**src/rtl/fb_writer_pkg.sv**
```systemverilog
// Shared types and helpers for the image framebuffer writer: FSM states,
// slot origin arithmetic and gray-pixel to framebuffer-word mapping.
package fb_writer_pkg;

   typedef enum logic [1:0] {
      IDLE = 2'd0,
      FILL = 2'd1,
      DONE = 2'd2
   } state_t;

   function automatic logic [63:0] slot_base(
      input int unsigned slot,
      input int unsigned origin_row,
      input int unsigned origin_col,
      input int unsigned fb_w,
      input int unsigned slot_stride
   );
      logic [63:0] result;
      result = 64'(origin_row) * 64'(fb_w) + 64'(origin_col) + 64'(slot) * 64'(slot_stride);
      return result;
   endfunction

   // expand=1 copies the gray value into the R, G and B fields of the word.
   function automatic logic [63:0] expand_pix(
      input logic [63:0] pix,
      input int unsigned pix_w,
      input logic        expand
   );
      logic [63:0] result;
      result = pix;
      if (expand) begin
         result = pix | (pix << pix_w) | (pix << (2 * pix_w));
      end
      return result;
   endfunction

endpackage

```
**src/rtl/fb_addr_gen.sv**
```systemverilog
// Block/line counters and framebuffer address stepping for one upscaled pixel
// block; also tracks the source pixel position within the frame.
module fb_addr_gen #(
   parameter int IMG_W  = 28,
   parameter int IMG_H  = 28,
   parameter int SCALE  = 10,
   parameter int FB_W   = 720,
   parameter int ADDR_W = 19
) (
   input  logic              uart_sampling_clk,
   input  logic              rst,
   input  logic              load,
   input  logic              step,
   input  logic              clear,
   input  logic [ADDR_W-1:0] base,
   output logic [ADDR_W-1:0] addr,
   output logic              block_last,
   output logic              frame_last
);

   localparam int CW  = (IMG_W > 1) ? $clog2(IMG_W) : 1;
   localparam int RW  = (IMG_H > 1) ? $clog2(IMG_H) : 1;
   localparam int SSW = (SCALE > 1) ? $clog2(SCALE) : 1;

   localparam logic [ADDR_W-1:0] LINE_STEP = ADDR_W'(FB_W - (SCALE - 1));
   localparam logic [ADDR_W-1:0] ROW_STEP  = ADDR_W'(SCALE * FB_W);
   localparam logic [ADDR_W-1:0] COL_STEP  = ADDR_W'(SCALE);

   logic [ADDR_W-1:0] addr_q, addr_d;
   logic [CW-1:0]     col_l_q, col_l_d;
   logic [RW-1:0]     row_l_q, row_l_d;
   logic [SSW-1:0]    col_s_q, col_s_d;
   logic [SSW-1:0]    row_s_q, row_s_d;
   logic              line_last;
   logic              last_col;
   logic              last_row;

   always_comb begin
      line_last  = (col_s_q == SSW'(SCALE - 1));
      block_last = line_last && (row_s_q == SSW'(SCALE - 1));
      last_col   = (col_l_q == CW'(IMG_W - 1));
      last_row   = (row_l_q == RW'(IMG_H - 1));
      frame_last = block_last && last_col && last_row;

      addr_d  = addr_q;
      col_l_d = col_l_q;
      row_l_d = row_l_q;
      col_s_d = col_s_q;
      row_s_d = row_s_q;

      if (clear) begin
         col_l_d = '0;
         row_l_d = '0;
         col_s_d = '0;
         row_s_d = '0;
      end else if (load) begin
         addr_d  = base + ADDR_W'(row_l_q) * ROW_STEP + ADDR_W'(col_l_q) * COL_STEP;
         col_s_d = '0;
         row_s_d = '0;
      end else if (step) begin
         if (block_last) begin
            // Block finished: move to the next source pixel, wrapping to 0,0 at frame end.
            col_s_d = '0;
            row_s_d = '0;
            if (last_col) begin
               col_l_d = '0;
               row_l_d = last_row ? '0 : row_l_q + RW'(1);
            end else begin
               col_l_d = col_l_q + CW'(1);
            end
         end else if (line_last) begin
            col_s_d = '0;
            row_s_d = row_s_q + SSW'(1);
            addr_d  = addr_q + LINE_STEP;
         end else begin
            col_s_d = col_s_q + SSW'(1);
            addr_d  = addr_q + ADDR_W'(1);
         end
      end
   end

   always_ff @(posedge uart_sampling_clk or posedge rst) begin
      if (rst) begin
         addr_q  <= '0;
         col_l_q <= '0;
         row_l_q <= '0;
         col_s_q <= '0;
         row_s_q <= '0;
      end else begin
         addr_q  <= addr_d;
         col_l_q <= col_l_d;
         row_l_q <= row_l_d;
         col_s_q <= col_s_d;
         row_s_q <= row_s_d;
      end
   end

   assign addr = addr_q;

endmodule

```
**src/rtl/image_fb_writer.sv**
```systemverilog
// Writes a UART-received gray image into the video framebuffer, upscaling each
// pixel to a SCALE x SCALE block inside one of N_SLOTS display slots.
module image_fb_writer
   import fb_writer_pkg::*;
#(
   parameter int IMG_W       = 28,
   parameter int IMG_H       = 28,
   parameter int SCALE       = 10,
   parameter int FB_W        = 720,
   parameter int ORIGIN_ROW  = 100,
   parameter int ORIGIN_COL  = 40,
   parameter int N_SLOTS     = 2,
   parameter int SLOT_STRIDE = 360,
   parameter int PIX_W       = 8,
   parameter int DATA_W      = 32,
   parameter int ADDR_W      = 19,
   parameter int EXPAND      = 1,
   localparam int SLOT_W     = (N_SLOTS > 1) ? $clog2(N_SLOTS) : 1
) (
   input  logic              uart_sampling_clk,
   input  logic              rst,
   input  logic              pix_valid,
   input  logic [PIX_W-1:0]  pix_data,
   output logic              pix_ready,
   input  logic              frame_abort,
   input  logic              auto_advance,
   input  logic [SLOT_W-1:0] slot_sel,
   output logic              fb_we,
   output logic [ADDR_W-1:0] fb_addr,
   output logic [DATA_W-1:0] fb_data,
   output logic              frame_done,
   output logic [SLOT_W-1:0] cur_slot,
   output logic              busy
);

   localparam logic [63:0] MAX_ADDR =
      slot_base(N_SLOTS - 1, ORIGIN_ROW, ORIGIN_COL, FB_W, SLOT_STRIDE)
      + 64'((IMG_H * SCALE - 1) * FB_W) + 64'(IMG_W * SCALE - 1);

   if (MAX_ADDR >= (64'd1 << ADDR_W)) begin : g_addr_overflow
      $error("image_fb_writer: highest framebuffer address does not fit in ADDR_W bits");
   end
   if (SLOT_STRIDE * (N_SLOTS - 1) + IMG_W * SCALE + ORIGIN_COL > FB_W) begin : g_slot_overflow
      $error("image_fb_writer: rightmost slot runs past the framebuffer line");
   end
   if (EXPAND != 0 && DATA_W < 3 * PIX_W) begin : g_data_too_narrow
      $error("image_fb_writer: DATA_W too narrow for RGB replication");
   end

   state_t            state_q, state_d;
   logic              fb_we_q, fb_we_d;
   logic [DATA_W-1:0] fb_data_q, fb_data_d;
   logic              frame_done_q, frame_done_d;
   logic              busy_q, busy_d;
   logic [SLOT_W-1:0] cur_slot_q, cur_slot_d;

   logic              accept;
   logic              slot_sel_ok;
   logic [ADDR_W-1:0] base_addr;
   logic              block_last;
   logic              frame_last;

   // Abort gates ready so a coincident pixel is never taken.
   assign pix_ready   = (state_q == IDLE) && !frame_abort;
   assign accept      = pix_valid && pix_ready;
   assign slot_sel_ok = 32'(slot_sel) < N_SLOTS;
   assign base_addr   = ADDR_W'(slot_base(32'(cur_slot_d), ORIGIN_ROW, ORIGIN_COL, FB_W, SLOT_STRIDE));

   always_comb begin
      state_d      = state_q;
      fb_we_d      = 1'b0;
      fb_data_d    = fb_data_q;
      frame_done_d = 1'b0;
      busy_d       = busy_q;
      cur_slot_d   = cur_slot_q;

      if (frame_abort) begin
         state_d = IDLE;
         busy_d  = 1'b0;
      end else begin
         case (state_q)
            IDLE: begin
               if (accept) begin
                  state_d   = FILL;
                  fb_we_d   = 1'b1;
                  fb_data_d = DATA_W'(expand_pix(64'(pix_data), PIX_W, EXPAND != 0));
                  busy_d    = 1'b1;
                  // Slot is only chosen on the first pixel of a frame.
                  if (!busy_q && !auto_advance && slot_sel_ok) begin
                     cur_slot_d = slot_sel;
                  end
               end
            end
            FILL: begin
               if (!block_last) begin
                  fb_we_d = 1'b1;
               end else if (frame_last) begin
                  state_d      = DONE;
                  frame_done_d = 1'b1;
                  busy_d       = 1'b0;
                  if (auto_advance) begin
                     cur_slot_d = (cur_slot_q == SLOT_W'(N_SLOTS - 1)) ? '0 : cur_slot_q + SLOT_W'(1);
                  end
               end else begin
                  state_d = IDLE;
               end
            end
            DONE: begin
               state_d = IDLE;
            end
            default: begin
               state_d = IDLE;
            end
         endcase
      end
   end

   always_ff @(posedge uart_sampling_clk or posedge rst) begin
      if (rst) begin
         state_q      <= IDLE;
         fb_we_q      <= 1'b0;
         fb_data_q    <= '0;
         frame_done_q <= 1'b0;
         busy_q       <= 1'b0;
         cur_slot_q   <= '0;
      end else begin
         state_q      <= state_d;
         fb_we_q      <= fb_we_d;
         fb_data_q    <= fb_data_d;
         frame_done_q <= frame_done_d;
         busy_q       <= busy_d;
         cur_slot_q   <= cur_slot_d;
      end
   end

   fb_addr_gen #(
      .IMG_W  (IMG_W),
      .IMG_H  (IMG_H),
      .SCALE  (SCALE),
      .FB_W   (FB_W),
      .ADDR_W (ADDR_W)
   ) u_addr_gen (
      .uart_sampling_clk (uart_sampling_clk),
      .rst               (rst),
      .load              (accept),
      .step              ((state_q == FILL) && !frame_abort),
      .clear             (frame_abort),
      .base              (base_addr),
      .addr              (fb_addr),
      .block_last        (block_last),
      .frame_last        (frame_last)
   );

   assign fb_we      = fb_we_q;
   assign fb_data    = fb_data_q;
   assign frame_done = frame_done_q;
   assign busy       = busy_q;
   assign cur_slot   = cur_slot_q;

endmodule

```
**config.mk**
```make
export PLATFORM = sky130hd
export DESIGN_NAME = image_fb_writer
export DESIGN_NICKNAME = d
export VERILOG_FILES = /design/src/rtl/fb_writer_pkg.sv /design/src/rtl/fb_addr_gen.sv /design/src/rtl/image_fb_writer.sv
export SDC_FILE = /design/constraint.sdc
export NUM_CORES = 1
export LEC_CHECK = 0
export CORE_MARGIN = 1.5
export CORE_UTILIZATION = 28
export CTS_CLUSTER_SIZE = 28
export DETAILED_ROUTE_END_ITERATION = 12
export GPL_TIMING_DRIVEN = 0
export PLACE_DENSITY = 0.52
export SLEW_MARGIN = 5
export SYNTH_ARGS = -nofsm -noshare
export SYNTH_HDL_FRONTEND = slang
export SYNTH_SLANG_ARGS = --single-unit
```
**constraint.sdc**
```tcl
create_clock -name uart_sampling_clk -period 4.9 [get_ports uart_sampling_clk]
set_input_delay 0.735 -clock uart_sampling_clk [delete_from_list [all_inputs] [get_ports uart_sampling_clk]]
set_output_delay 0.735 -clock uart_sampling_clk [all_outputs]
set_load 0.02 [all_outputs]
```
-- Word level (Yosys, flattened, before mapping)
Cells that the tools add are included.
W data, S select, Z words.
- bits in registers: 75
- input bits: 14
- output and inout port bits: 56
- logic and storage cells: 113
- add/sub/neg operators: 10
- $mul: 3
- eq/ne operators: 10
- mux-type cells: 51
- bitwise logic cells: 3
- reductions and logical operators: 25
- operators with widths (cell ; count):
    $mux W19 ; 4
    $mux W5 ; 11
    $mux W4 ; 10
    $or A16 B24 Y24 ; 1
    $add A18 B18 Y19 ; 1
    $add A19 B1 Y19 const B ; 1
    $add A19 B10 Y19 const B ; 1
    $add A19 B9 Y19 ; 1
    $add A17 B10 Y18 const A ; 1
    $mux W1 ; 18
    $or A8 B16 Y16 ; 1
    $mul A5 B8 Y13 const B ; 1
    $add A5 B1 Y5 const B ; 2
    $eq A5 B5 Y1 const B ; 2
    $ne A3 B3 Y1 const B ; 3
    $reduce_and A3 Y1 ; 3
    $add A4 B1 Y4 const B ; 2
    $eq A4 B4 Y1 const B ; 2
    $mul A5 B3 Y8 const B ; 1
    $mux W2 ; 4
    $reduce_and A4 Y1 ; 2
    $reduce_bool A2 Y1 ; 4
    $logic_and A1 B1 Y1 ; 7
    $mul A1 B6 Y7 const B ; 1
    11 further kinds ; 18

-- Depth between registers and ports, before layout
- depth in word-level cells: 13
- gate-level depth with buffers: 19
- mapped depth without buffers: 19

-- Cells and area by module
A second synthesis with hierarchy kept.
- cell total of the unflattened synthesis: 526
- area, all modules: 4768.3 um^2
- modules (own cells, without submodules) (module ; instances ; cells an instance ; area an instance (um^2)):
    fb_addr_gen ; 1 ; 453 ; 3945.0
    image_fb_writer ; 1 ; 73 ; 823.3

-- Least setup slack after synthesis
No wires, ideal clock.
- path type: input -> register
- start point: input port frame_abort
- end point: register u_addr_gen.addr_q[17] (netlist: u_addr_gen.addr[17])
- data arrival time: 4421 ps
- data required time: 4830 ps
- setup slack: 409 ps
- cell stages on the path: 17
- path buffers: 1
- cell sequence: buf_4 -> nor3_2 -> nand2_1 -> o311ai_1 -> nand3_1 -> o32ai_4 -> ha_1 -> inv_1 -> fa_1 -> inv_1 -> fa_1 -> nor2b_1 -> o31ai_1 -> a21oi_1 -> a31oi_1 -> or4_1 -> nand3_1
- cells in the longest elaborated chain, start to end: 11
- ends and longest elaborated chain (item ; RTL line ; text):
    start: declaration ; image_fb_writer.sv:25 ; input logic frame_abort,
    $logic_not A1 Y1 * ; image_fb_writer.sv:64 ; assign pix_ready = (state_q == IDLE) && !frame_abort;
    $logic_and A1 B1 Y1 * ; image_fb_writer.sv:64 ;
    net pix_ready ; image_fb_writer.sv:24 ; output logic pix_ready,
    $logic_and A1 B1 Y1 * ; image_fb_writer.sv:65 ; assign accept = pix_valid && pix_ready;
    $mux W1 ; image_fb_writer.sv:83 ; if (accept) begin
    $pmux W1 S2 ; image_fb_writer.sv:81 ; case (state_q)
    $mux W1 ; image_fb_writer.sv:77 ; if (frame_abort) begin
    $mul A1 B6 Y7 ; fb_writer_pkg.sv:19 ; result = 64'(origin_row) * 64'(fb_w) + 64'(origin_col) + 64'(slot) * 64'(slot_stride);
    $add A17 B10 Y18 ; fb_writer_pkg.sv:19 ;
    $add A18 B18 Y19 ; fb_addr_gen.sv:57 ; addr_d = base + ADDR_W'(row_l_q) * ROW_STEP + ADDR_W'(col_l_q) * COL_STEP;
    $add A19 B9 Y19 ; fb_addr_gen.sv:57 ;
    $mux W19 ; fb_addr_gen.sv:56 ; end else if (load) begin
    end signal: assignment ; fb_addr_gen.sv:90 ; addr_q <= addr_d;
    end: declaration ; fb_addr_gen.sv:29 ; logic [ADDR_W-1:0] addr_q, addr_d;
Mark *: on every way through the listed nets, which the timed path passes. The rest lies on a longest branch.
A chain may end at the register's enable or synchronous reset.

-- Worst setup path after layout
- start point: input port pix_valid
- end point: register u_addr_gen.addr_q[17] (netlist: u_addr_gen.addr[17])
- cells in the longest elaborated chain, start to end: 9
- ends and longest elaborated chain (item ; RTL line ; text):
    start: declaration ; image_fb_writer.sv:22 ; input logic pix_valid,
    $logic_and A1 B1 Y1 * ; image_fb_writer.sv:65 ;
    $mux W1 ; image_fb_writer.sv:83 ;
    $pmux W1 S2 ; image_fb_writer.sv:81 ;
    $mux W1 ; image_fb_writer.sv:77 ;
    $mul A1 B6 Y7 ; fb_writer_pkg.sv:19 ;
    $add A17 B10 Y18 ; fb_writer_pkg.sv:19 ;
    $add A18 B18 Y19 ; fb_addr_gen.sv:57 ;
    $add A19 B9 Y19 ; fb_addr_gen.sv:57 ;
    $mux W19 ; fb_addr_gen.sv:56 ;
Every way passes the cells marked *; elsewhere a longest branch is shown, timed or not.

==> flow_summary.yaml <==
synth:
  netlist_top_cells_area: "dfrtp_1 (30%), ha_1 (16%), nand2_1 (5.5%)"
  yosysWarnings: 0
  synth_area_leader_cell: "dfrtp_1"
  synth_area_per_cell_um2: 9.04
  synth_top_area_share_pct: 29.9
  syn_inst: 472
  synth_cell_type_count: 61
  synth_ff_type: "dfrtp_1"
  netlist_area_mm2: 0.00427
  async_reset_ff_share_pct: 100
  ys_seq_area_share_pct: 29.9
  synth_edf_count: 0
  synth-seq-cells: 51
placement:
  globalplace.congestion: 0.836
  dp_hpwl_um: 7780
  port_buffers: 60
  place_ws_ns: -0.491
global_route:
  grt_first_pass_wirelength_um: 17000
  antenna_found_initial: 0
  grt_pass1_vias: 3495
  overflow: 0
  grt_start_max_net_pins: 29
  grt_util_all_layers_pct: 12.8
floorplan:
  dieWidth_um: 126
  rows: 44
  core_mm2: 0.0147
  die_h_um: 126
  start_util_pct: 29.0
  pin_count: 70
  die_area_mm2: 0.0160
clock_network:
  clk_latency_ns: 0.29
  htree_num_levels: 2
  cts-buffers-inserted: 5
  cts-root-buf: "clkbuf_16"
  clock-sinks: 51
  clkSlewWorstSetupHoldPaths_ns: 0.07
  cts.path.max_buffers: 2
  tritoncts: "done"
worst_setup_path:
  r2r-end: "u_addr_gen.addr[17]"
  crit_chain: "clkdlybuf4s50_1, nand2_1, o311ai_1, nand3_1, o32ai_4, ha_1, inv_1, fa_1, inv_1, fa_1, nor2b_1, o31ai_1, a21oi_2, a31oi_1, or4_1, nand3_1"
  cp.arrival_ns: 4.81
  r2r_slack_ns: 0.53
  slowest_stage: "fa_1"
  reg2reg_depth: 17
  crit_type: "primary input to flop"
  cp_data_required_time_ns: 5.13
  slowest_delay_ns: 0.53
  path_max_fanout: 6
  setup.worst_path.start_class: "primary input"
  cp-end-kind: "flop"
  r2r_start: "u_addr_gen.col_l_q[0]"
power_and_ir_drop:
  internal_power_uw: 1030
  powerDensity_mw_per_mm2: 301
  p_sw_share_pct: 36.2
  ir_drop_mv: 0.145
  pwr-share-seq_pct: 34.7
  power.leakage_uw: 0.00266
  clockPowerShare_pct: 23.3
  combPwrFrac_pct: 42.0
  switching_power_uw: 584
  total_power_uw: 1610
sta:
  clock.fmax_ghz: 0.219
  relSlewSlack_pct: 59.9
  tns_ns: 0
  layout_worst_path_cycle_share_pct: 93.4
  worst_pin_slew_ns: 0.601
  setup_ws_ns: 0.324
  fin_crit_ns: 4.58
  setup_viol: 0
  hold_viol_final: 0
  rsz0062_at_grt: "false"
  slew_viol_final: 0
  finalClockSkew_ns: 0.00628
worst_hold_path:
  hold_depth: 1
  min_to: "u_addr_gen.row_s_q[3]"
  hp-class: "flop to flop"
  min-delay-start: "u_addr_gen.row_s_q[3]"
outcome:
  status: "complete, no violations"
cells_and_area:
  antenna_cells: 0
  drive_gt1_share_pct: 11.4
  ff_latch_area_mm2: 0.00128
  multi_input_area_mm2: 0.00269
  areaGrowthSynthToFinish_pct: 25.5
  nFillCells: 1479
  finalNetCount: 629
  utilization_pct: 36.4
routing:
  ant_nets: 0
  drc: 0
  vias_per_cell: 4.76
  drt_pre_antenna_iters: 4
  drt_iter0_markers: 127
  vias: 3508
  wire_per_inst_um: 13.5
  wl_um: 9950
job:
  maxCapViolations: 0
worst max-delay path, delay by kind of cell:
family          cells  cell delay (ns)
compound gates      5             1.18
fa+ha+maj           3             1.18
simple gates        5             1.08
buf+inv             3             0.64
per-stage QoR:
stage,std cells,cell area [µm²],hold WS [ns]
final,737,5350,0.504
after global routing,737,5350,0.534
after CTS,732,5310,0.502
after detailed placement,724,5140,0.484
after global placement,723,5120,0.472
after floorplan,479,4290,0.450
kinds of logic after synthesis:
family	share of synthesized area, %
AOI/OAI and AO/OA	14.4
xor gates and xnor gates	6.16
adders and majority gates	19.9
buffers and inverters	8.01
DFF	29.9
muxes	1.99
other	0.0879
and+or+nand+nor	19.6
sequential cells by signal, indices dropped and copies added, names as in the netlist:
register / count
frame_done: 1
fb_data: 8
cur_slot: 1
u_addr_gen.addr: 19
u_addr_gen.row_s_q: 4
u_addr_gen.row_l_q: 5
fb_we: 1
u_addr_gen.col_l_q: 5
state_q: 2
busy: 1
u_addr_gen.col_s_q: 4
layer usage:
layer,vias up,part of all wire (%),global-route usage (%)
met5,-,0,0
met4,0,1.8,2.97
met3,9,3.3,2.24
met2,64,48,21.9
met1,1669,47,16.9
li1,1766,-,-
cell type report:
| class | count | area share (%) |
|---|---|---|
| clock buffer | 8 | 2.92 |
| tap | 184 | 4.30 |
| multi-input combinational | 364 | 50.2 |
| sequential | 51 | 23.9 |
| timing repair buffer | 66 | 12.3 |
| buffer | 34 | 4.28 |
| inverter | 30 | 2.10 |
cell usage after synthesis, drive strengths merged, types with 8 or more instances:
cell,count
ha,55
buf,30
inv,30
nand3,14
xnor2,13
nand2,63
nor2,35
nor3,10
fa,8
o21ai,26
a21oi,23
xor2,17
dfrtp,51
layout by cell type, fill, tap and decap left out, types with 4 or more instances in the layout:
cell             synthesis  final
a21o_1                   7      7
a21oi_1                 21     20
a31oi_1                  5      5
and2_1                   4      4
and3_1                   6      6
buf_4                   26     31
clkbuf_1                 4      5
clkbuf_16                0      5
clkdlybuf4s50_1          0     60
conb_1                   1      8
dfrtp_1                 51     50
fa_1                     8      8
ha_1                    55     54
inv_1                   30     29
mux2i_1                  7      7
nand2_1                 62     62
nand3_1                 14     14
nand4_1                  4      4
nor2_1                  34     34
nor2b_1                  5      5
nor3_1                   8      8
o21ai_0                 20     20
o21ai_1                  5      5
o31ai_1                  6      6
xnor2_1                 13     13
xor2_1                  17     17
how the worst max path moves through the flow:
stage          cells after the start                  end   startpoint  slack, ns
2_1_floorplan                     17  u_addr_gen.addr[17]  frame_abort       0.41
3_3_place_gp                      16  u_addr_gen.addr[17]    pix_valid      -0.44
3_5_place_dp                      16  u_addr_gen.addr[17]    pix_valid      -0.49
4_1_cts                           16  u_addr_gen.addr[17]    pix_valid       0.11
5_1_grt                           16  u_addr_gen.addr[17]    pix_valid       0.07
6_report                          16  u_addr_gen.addr[17]    pix_valid       0.32
what timing repair did:
action | in CTS | in global routing
setup endpoints to repair | 1 | 1
hold buffers | 0 | 0
buffers inserted | 0 | 5
gates resized for setup | 1 | 3
cloned | 0 | 0
pin swaps | 0 | 1
power by group through the flow:
stage / combinational [µW] / sequential (µW) / clock, µW
6_report: 678 / 560 / 376
5_1_grt: 748 / 572 / 399
4_1_cts: 677 / 561 / 387
3_5_place_dp: 672 / 569 / 0
3_3_place_gp: 664 / 566 / 0
2_1_floorplan: 350 / 623 / 0
Note: power is estimated with default switching activity, not from simulation.
